`src/rtl/game_pkg.sv`:
```
// Shared tug-of-war game types: scoreboard FSM states, score type, seven-segment helpers.
package game_pkg;

    typedef enum logic [1:0] {
        PLAY       = 2'd0,
        HOLD       = 2'd1,
        RESTART    = 2'd2,
        MATCH_OVER = 2'd3
    } score_state_t;

    typedef logic [2:0] score_t;

    localparam logic [6:0] SEG_BLANK = 7'h7F;

    // Active-low segments, bit order gfedcba.
    function automatic logic [6:0] seg7_of(input score_t s);
        logic [6:0] seg;
        case (s)
            3'd0:    seg = 7'b1000000;
            3'd1:    seg = 7'b1111001;
            3'd2:    seg = 7'b0100100;
            3'd3:    seg = 7'b0110000;
            3'd4:    seg = 7'b0011001;
            3'd5:    seg = 7'b0010010;
            3'd6:    seg = 7'b0000010;
            default: seg = 7'b1111000;
        endcase
        return seg;
    endfunction

endpackage

```
`src/rtl/seg7_digit.sv`:
```
// One score digit for the seven-segment display, with a blank override.
module seg7_digit
    import game_pkg::*;
(
    input  logic [2:0] i_score,
    input  logic       i_blank,
    output logic [6:0] o_seg
);

    assign o_seg = i_blank ? SEG_BLANK : seg7_of(score_t'(i_score));

endmodule

```
`src/rtl/round_scoreboard.sv`:
```
// Match scorekeeper for the tug-of-war game: round counts, restart pulse, match winner.
// Optional macro SCOREBOARD_BLINK_EN blinks the winner's digit while the match is over.
module round_scoreboard
    import game_pkg::*;
#(
    parameter int WIN_SCORE   = 7,
    parameter int HOLD_CYCLES = 64
) (
    input  logic       clk,
    input  logic       reset,
    input  logic       win_left,
    input  logic       win_right,
    input  logic       new_match,
    output logic       round_res,
    output logic       match_over,
    output logic       winner,
    output logic [6:0] hex_left,
    output logic [6:0] hex_right
);

    localparam int               CNT_W     = $clog2(HOLD_CYCLES);
    localparam logic [CNT_W-1:0] HOLD_LOAD = CNT_W'(HOLD_CYCLES - 1);
    localparam score_t           WIN       = score_t'(WIN_SCORE);

    score_t           r_score_l;
    score_t           r_score_r;
    score_state_t     r_state;
    logic [CNT_W-1:0] r_cnt;
    logic             r_round_res;
    logic             r_match_over;
    logic             r_winner;
    logic             w_blank_l;
    logic             w_blank_r;

    function automatic score_t sat_inc(input score_t s);
        return (s >= WIN) ? WIN : s + 3'd1;
    endfunction

`ifdef SCOREBOARD_BLINK_EN
    logic r_blank;
`endif

    always_ff @(posedge clk or negedge reset) begin
        if (!reset) begin
            r_state      <= PLAY;
            r_score_l    <= '0;
            r_score_r    <= '0;
            r_cnt        <= '0;
            r_round_res  <= 1'b0;
            r_match_over <= 1'b0;
            r_winner     <= 1'b0;
`ifdef SCOREBOARD_BLINK_EN
            r_blank      <= 1'b0;
`endif
        end else if (new_match) begin
            r_state      <= RESTART;
            r_score_l    <= '0;
            r_score_r    <= '0;
            r_cnt        <= '0;
            r_round_res  <= 1'b1;
            r_match_over <= 1'b0;
            r_winner     <= 1'b0;
`ifdef SCOREBOARD_BLINK_EN
            r_blank      <= 1'b0;
`endif
        end else begin
            case (r_state)
                PLAY: begin
                    // A simultaneous pulse is a tie: no score change, round replayed.
                    if (win_left || win_right) begin
                        if (win_left && !win_right)
                            r_score_l <= sat_inc(r_score_l);
                        if (win_right && !win_left)
                            r_score_r <= sat_inc(r_score_r);
                        r_cnt   <= HOLD_LOAD;
                        r_state <= HOLD;
                    end
                end
                HOLD: begin
                    if (r_cnt == '0) begin
                        r_round_res <= 1'b1;
                        if (r_score_l == WIN || r_score_r == WIN) begin
                            r_state      <= MATCH_OVER;
                            r_match_over <= 1'b1;
                            r_winner     <= (r_score_r == WIN);
`ifdef SCOREBOARD_BLINK_EN
                            r_cnt        <= HOLD_LOAD;
                            r_blank      <= 1'b1;
`endif
                        end else begin
                            r_state <= RESTART;
                        end
                    end else begin
                        r_cnt <= r_cnt - 1'b1;
                    end
                end
                RESTART: begin
                    r_round_res <= 1'b0;
                    r_state     <= PLAY;
                end
                MATCH_OVER: begin
`ifdef SCOREBOARD_BLINK_EN
                    // Free-running blink phase: blank first, then digit, each HOLD_CYCLES long.
                    if (r_cnt == '0) begin
                        r_cnt   <= HOLD_LOAD;
                        r_blank <= ~r_blank;
                    end else begin
                        r_cnt <= r_cnt - 1'b1;
                    end
`endif
                end
                default: r_state <= PLAY;
            endcase
        end
    end

`ifdef SCOREBOARD_BLINK_EN
    assign w_blank_l = r_blank & r_match_over & ~r_winner;
    assign w_blank_r = r_blank & r_match_over &  r_winner;
`else
    assign w_blank_l = 1'b0;
    assign w_blank_r = 1'b0;
`endif

    seg7_digit u_digit_left (
        .i_score (r_score_l),
        .i_blank (w_blank_l),
        .o_seg   (hex_left)
    );

    seg7_digit u_digit_right (
        .i_score (r_score_r),
        .i_blank (w_blank_r),
        .o_seg   (hex_right)
    );

    assign round_res  = r_round_res;
    assign match_over = r_match_over;
    assign winner     = r_winner;

endmodule

```
`config.mk`:
```
export PLATFORM = sky130hd
export DESIGN_NAME = round_scoreboard
export DESIGN_NICKNAME = d
export VERILOG_FILES = /design/src/rtl/game_pkg.sv /design/src/rtl/seg7_digit.sv /design/src/rtl/round_scoreboard.sv
export SDC_FILE = /design/constraint.sdc
export NUM_CORES = 1
export LEC_CHECK = 0
export BUFFER_PORTS_ARGS = -buffer_cell sky130_fd_sc_hd__buf_2
export CELL_PAD_IN_SITES_DETAIL_PLACEMENT = 2
export CELL_PAD_IN_SITES_GLOBAL_PLACEMENT = 2
export CORE_MARGIN = 10
export CORE_UTILIZATION = 37
export DETAILED_ROUTE_END_ITERATION = 10
export MAX_ROUTING_LAYER = met4
export PLACE_DENSITY_LB_ADDON = 0.1
export SYNTH_ARGS = -nofsm -noshare
export SYNTH_HDL_FRONTEND = slang
export SYNTH_HIERARCHICAL = 1
export SYNTH_SLANG_ARGS = --single-unit
```
`constraint.sdc`:
```
create_clock -name clk -period 3.3 [get_ports clk]
set_clock_uncertainty 0.05 [all_clocks]
set_input_delay 0.99 -clock clk [delete_from_list [all_inputs] [get_ports clk]]
set_output_delay 0.99 -clock clk [all_outputs]
set_load 0.02 [all_outputs]
```
# Yosys cells after proc, flatten, opt, wreduce, memory -nomap -nowiden
# Cells that the tools add are included.
[word_totals]
output_inout_bits = 17
ff_bits = 17
word_cells = 89
input_bits = 5
[classes]
addsub = 3
n_eq_ne = 19
reduce_logical = 26
muxes = 32
magnitude_cmp = 2
[ops]
columns = ["cell", "count"]
rows = [
  ["$pmux 7 s7", 2],
  ["$mux 3", 10],
  ["$eq 3x3->1 const B", 8],
  ["$mux 6", 3],
  ["$reduce_and 3->1", 5],
  ["$reduce_bool 2->1", 7],
  ["$eq 3x2->1 const B", 4],
  ["$pmux 6 s2", 1],
  ["$mux 1", 11],
  ["$ne 3x3->1 const B", 3],
  ["$add 3x1->3 const B", 2],
  ["$eq 3x1->1 const B", 2],
  ["$ge 3x3->1 const B", 2],
  ["$logic_not 3->1", 2],
  ["$logic_not 6->1", 1],
  ["$mux 2", 3],
  ["$pmux 2 s3", 1],
  ["$reduce_bool 3->1", 2],
  ["$sub 6x1->6 const B", 1],
  ["$reduce_bool 4->1", 1],
  ["$eq 2x1->1 const B", 1],
  ["$eq 2x2->1 const B", 1],
  ["$logic_and 1x1->1", 2],
  ["$logic_not 1->1", 2],
  ["4 further kinds", 5],
]

# Longest topological paths before layout
[depth]
word_depth = 6
mapped_depth = 7
ltp_nobuf = 6

# Hierarchy
# Netlist, hierarchy kept.
[modules_own_cells]
columns = ["module", "area_each_um2", "n_inst", "seq_area_each_um2", "cells_each"]
rows = [
  ["round_scoreboard", 1067.3, 1, 425.4, 105],
  ["seg7_digit", 121.4, 2, 0.0, 18],
]

# Worst setup path before layout
# Ideal clock, no wire load.
[synth_path]
path_kind = "register to output"
from = "reg r_score_l[0]"
to = "out hex_left[3]"
required_time_ps = 2260
arrival_time_ps = 1053
n_path_buf = 1
stages_incl_launch_ff = 4
slack_ps = 1207
path_cell_list = "dfrtp_1 -> buf_4 -> xnor2_1 -> a211o_1"
[synth_via]
elab_chain_cells = 2
word_cells_on_any_way = 8
classes_between = "eq/ne: 6; mux: 1; reduce/logical: 1"
[synth_lines]
columns = ["element", "line_no", "rtl"]
rows = [
  ["start, declared", "round_scoreboard.sv:25", "score_t r_score_l;"],
  ["start signal, assigned", "round_scoreboard.sv:72", "r_score_l <= sat_inc(r_score_l);"],
  ["$eq 3x3->1, or another cell as far along", "game_pkg.sv:18", "case (s)"],
  ["$pmux 7 s7 (*)", "game_pkg.sv:18", ""],
  ["end, declared", "round_scoreboard.sv:17", "output logic [6:0] hex_left,"],
]
# Every way passes the cells marked *; elsewhere a longest branch is shown, timed or not.

# Worst setup path after layout
# Same ends and word-level chain as after synthesis.

==> key figures <==
Final layout
  • Layout area overhead: 12.4%
  • Number of cells in the finished layout apart from fillers: roughly 220
  • Filler cell count in the final layout: between 300 and 400
  • Fraction of layout instances using a drive strength above 1: 0.212
  • Diodes inserted: 0
  • Most common cell after layout, fill and taps aside: buf_2
  • Commonest cells after routing, fill and taps aside: buf_2 (21), dfrtp_1 (17), conb_1 (14)
  • Final #Nets: approximately 180
  • Final std cell area, no fill: about 1500 um^2

Power and ir drop
  • Power density over the cells: 735 nW/um^2
  • VDD IR-drop max: roughly 0.00037 V
  • Lkg Pwr: roughly 0.00067 uW

Clocking
  • Clock Sinks: 17
  • Count of instances resized after the clock tree is built: 0
  • Cell chosen for the clock root: clkbuf_4
  • Clock tree from TritonCTS: built
  • Post-cts hold buffer count: 0
  • Insertion delay of the later-clocked pin in the worst-skew pair: about 0.31 ns
  • Number of H-tree branching levels: 1
  • CTS Buf Count: 3
  • Max Root-Sink Buffers: 2
  • Post CTS Setup Buffer Count: 0
  • Worst-path clk slew: roughly 0.10 ns

Routing
  • Residual DRC count: 0
  • Initial detailed-routing violation count: 38
  • WL final: about 3600 um
  • Number of iterations in the first detailed-routing pass: 4
  • Post-detailed-route count of antenna-violating nets: 0
  • Avg WL per Cell: 16.9 um
  • Total number of vias: 1172
  • Vias per Instance: ~5.4

Critical path
  • Maximum fanout count along the critical path: 11
  • Endpoint type of the worst setup path: output port
  • Cell type of the slowest stage on the worst timing path: dfrtp_1
  • Type of the setup path with the least slack: reg -> out
  • Setup slack, reg-to-reg: between 1 and 1.5 ns
  • Crit path cell chain: xnor2_1 > a211o_1 > buf_2
  • Critical R2R Capture: r_cnt[0]$_DFFE_PN0P_
  • CP Data Arrival Time: between 1.5 and 2 ns
  • Depth of the most critical reg-to-reg path: 6
  • Worst setup SP type: flop
  • Required time reported for the critical path endpoint: 2.26 ns
  • Slowest cell delay on critical path: 0.52 ns
  • Crit Reg-Reg Startpoint: r_state[1]$_DFFE_PN0P_

STA
  • Fin crit share: 0.772
  • Setup repair after global routing missed its margin: false
  • Final Max Slew Viols: 0
  • Shortest period the worst path allows: about 2.5 ns
  • Tightest Pin Transition: 0.644 ns
  • Setup tns final: 0 ns
  • Highest clock frequency the design can meet: just under 400 MHz
  • Hold Worst Slack: 0.478 ns
  • Final hold vios: 0
  • Number of setup violations in the final report: 0
  • Worst-case headroom to the max-slew limit: 0.571

Global route
  • Antenna violations before repair: 0
  • Pin count of the biggest net entering global routing: 18
  • Global-route usage over all layers: 0.124
  • Number of global-route vias before repair: between 1000 and 1500
  • GR Overflow Total: 0
  • Wire length of the first global-routing pass: approximately 6300 um

Synth
  • Yosys top cell by area: dfrtp_1
  • Yosys reg bits: 17
  • Unique cell type count in the Yosys netlist: 45
  • Synth Flop Type: dfrtp_1
  • Yosys top cell area share: 0.325
  • Sequential-to-total area share from yosys stat: 0.325
  • Number of warnings printed during yosys synthesis: 6
  • Number of standard cells after synthesis: between 100 and 150
  • Share of async-settable or async-resettable flops after synthesis: 1.00
  • Synth top area cells: dfrtp_1 (32%), ha_1 (7.6%), o21bai_1 (4.6%), o221a_1 (4.3%), inv_1 (3.2%)
  • Number of enable-type register cells in the synthesized netlist: 0
  • Synthesized area per cell: 9.29 um^2
  • Total standard cell area after synthesis: between 1000 and 1500 um^2

Floorplanning
  • Core Footprint: 3390 um^2
  • Width of the die: 79.5 um
  • Overall die area: 6320 um^2
  • Number of rows created at floorplan: 21
  • I/O pin cnt: 22
  • Vertical die dimension: 79.5 um
  • Initial Utilization: 0.386

Placement
  • Hpwl dp: around 2800 um
  • Count of input and output buffers: 21
  • Routability Congestion: roughly 0.76
  • Placed cells: 212
  • Instance area at placement: 1450 um^2

Worst hold path
  • Instance count along the most critical hold path: 2
  • Class of the worst hold path: reg -> reg
  • Endpoint of the worst hold path: match_over$_DFFE_PN0P_
  • Hold Startpoint: match_over$_DFFE_PN0P_

Run status
  • Run status: finished, final reports clean

Flow run
  • Number of max-capacitance violations reported: 0
-- worst max-delay path by stage --
stage | from | end | cells past startpoint
final | r_score_l[0]$_DFFE_PN0P_ | hex_left[3] | 3
after global routing | r_score_l[0]$_DFFE_PN0P_ | hex_left[3] | 3
after CTS | r_score_l[1]$_DFFE_PN0P_ | hex_left[3] | 3
after detailed placement | win_left | r_cnt[0]$_DFFE_PN0P_ | 5
after global placement | win_left | r_state[0]$_DFFE_PN0P_ | 5
after floorplan | r_score_l[0]$_DFFE_PN0P_ | hex_left[3] | 3
-- metrics by stage --
stage	util	setup slack (ns)	total power [uW]
after floorplan	-	1.21	833
after global placement	0.427	1.02	927
after detailed placement	0.427	0.970	969
after CTS	0.434	0.747	1090
after global routing	0.434	0.650	1180
final	0.434	0.752	1080
-- final cells by class --
| class | instances | area [um^2] | area share |
|---|---|---|---|
| multi-input combinational | 117 | 817 | 0.555 |
| sequential | 17 | 425 | 0.289 |
| timing repair buffer | 21 | 105 | 0.0714 |
| tap | 46 | 57.6 | 0.0391 |
| inverter | 11 | 41.3 | 0.0280 |
| clock buffer | 4 | 26.3 | 0.0178 |
-- sequential cells by signal, indices dropped and copies added, names as in the netlist --
register    cells
r_score_r       3
r_score_l       3
winner          1
r_cnt           6
round_res       1
match_over      1
r_state         2
-- synth_stat cells, types with 2 or more instances --
library cell,n
a31o_2,2
or2_1,2
o221a_1,5
o31a_1,2
xnor2_1,4
o21ai_0,4
nor2_1,9
a31oi_1,5
a211o_1,2
ha_1,8
nor2b_1,3
o21bai_1,8
buf_6,3
nor3_1,2
o21ai_1,6
buf_4,4
a21boi_0,2
inv_1,11
a21oi_1,7
dfrtp_1,17
nand2_1,7
nor3b_1,2
nand3_1,4
-- per-layer routing --
layer / global-route usage / up-vias / routed length [um]
met5: - / - / 0
li1: - / 560 / -
met4: 0.0430 / 0 / 55
met2: 0.233 / 15 / 1920
met3: 0.0236 / 5 / 144
met1: 0.124 / 592 / 1530
-- worst max-delay path, delay by kind of cell, from the launching register on --
kind	cells	cell delay (ns)
buffers and inverters	1	0.16
xor gates and xnor gates	1	0.21
DFF	1	0.52
AOI/OAI and AO/OA	1	0.31
-- report_power, final --
group	switching (uW)	leakage, uW	internal (uW)	total [uW]
logic	359	0.000429	248	607
clock network	74.9	0.0000150	47.3	122
registers	88.5	0.000222	265	354
-- logic make-up (layout without fill, tap and decap cells) --
logic type	count (synthesis)	count (layout)	share of synthesized area
buffers and inverters	20	36	0.0888
AO/OA/AOI/OAI	55	55	0.326
other	1	14	0.00286
XOR/XNOR	4	4	0.0267
AND/OR/NAND/NOR	36	36	0.155
flip-flops	17	17	0.325
adder cells (fa/ha/maj)	8	8	0.0764
Power figures use the tool's default switching activity.
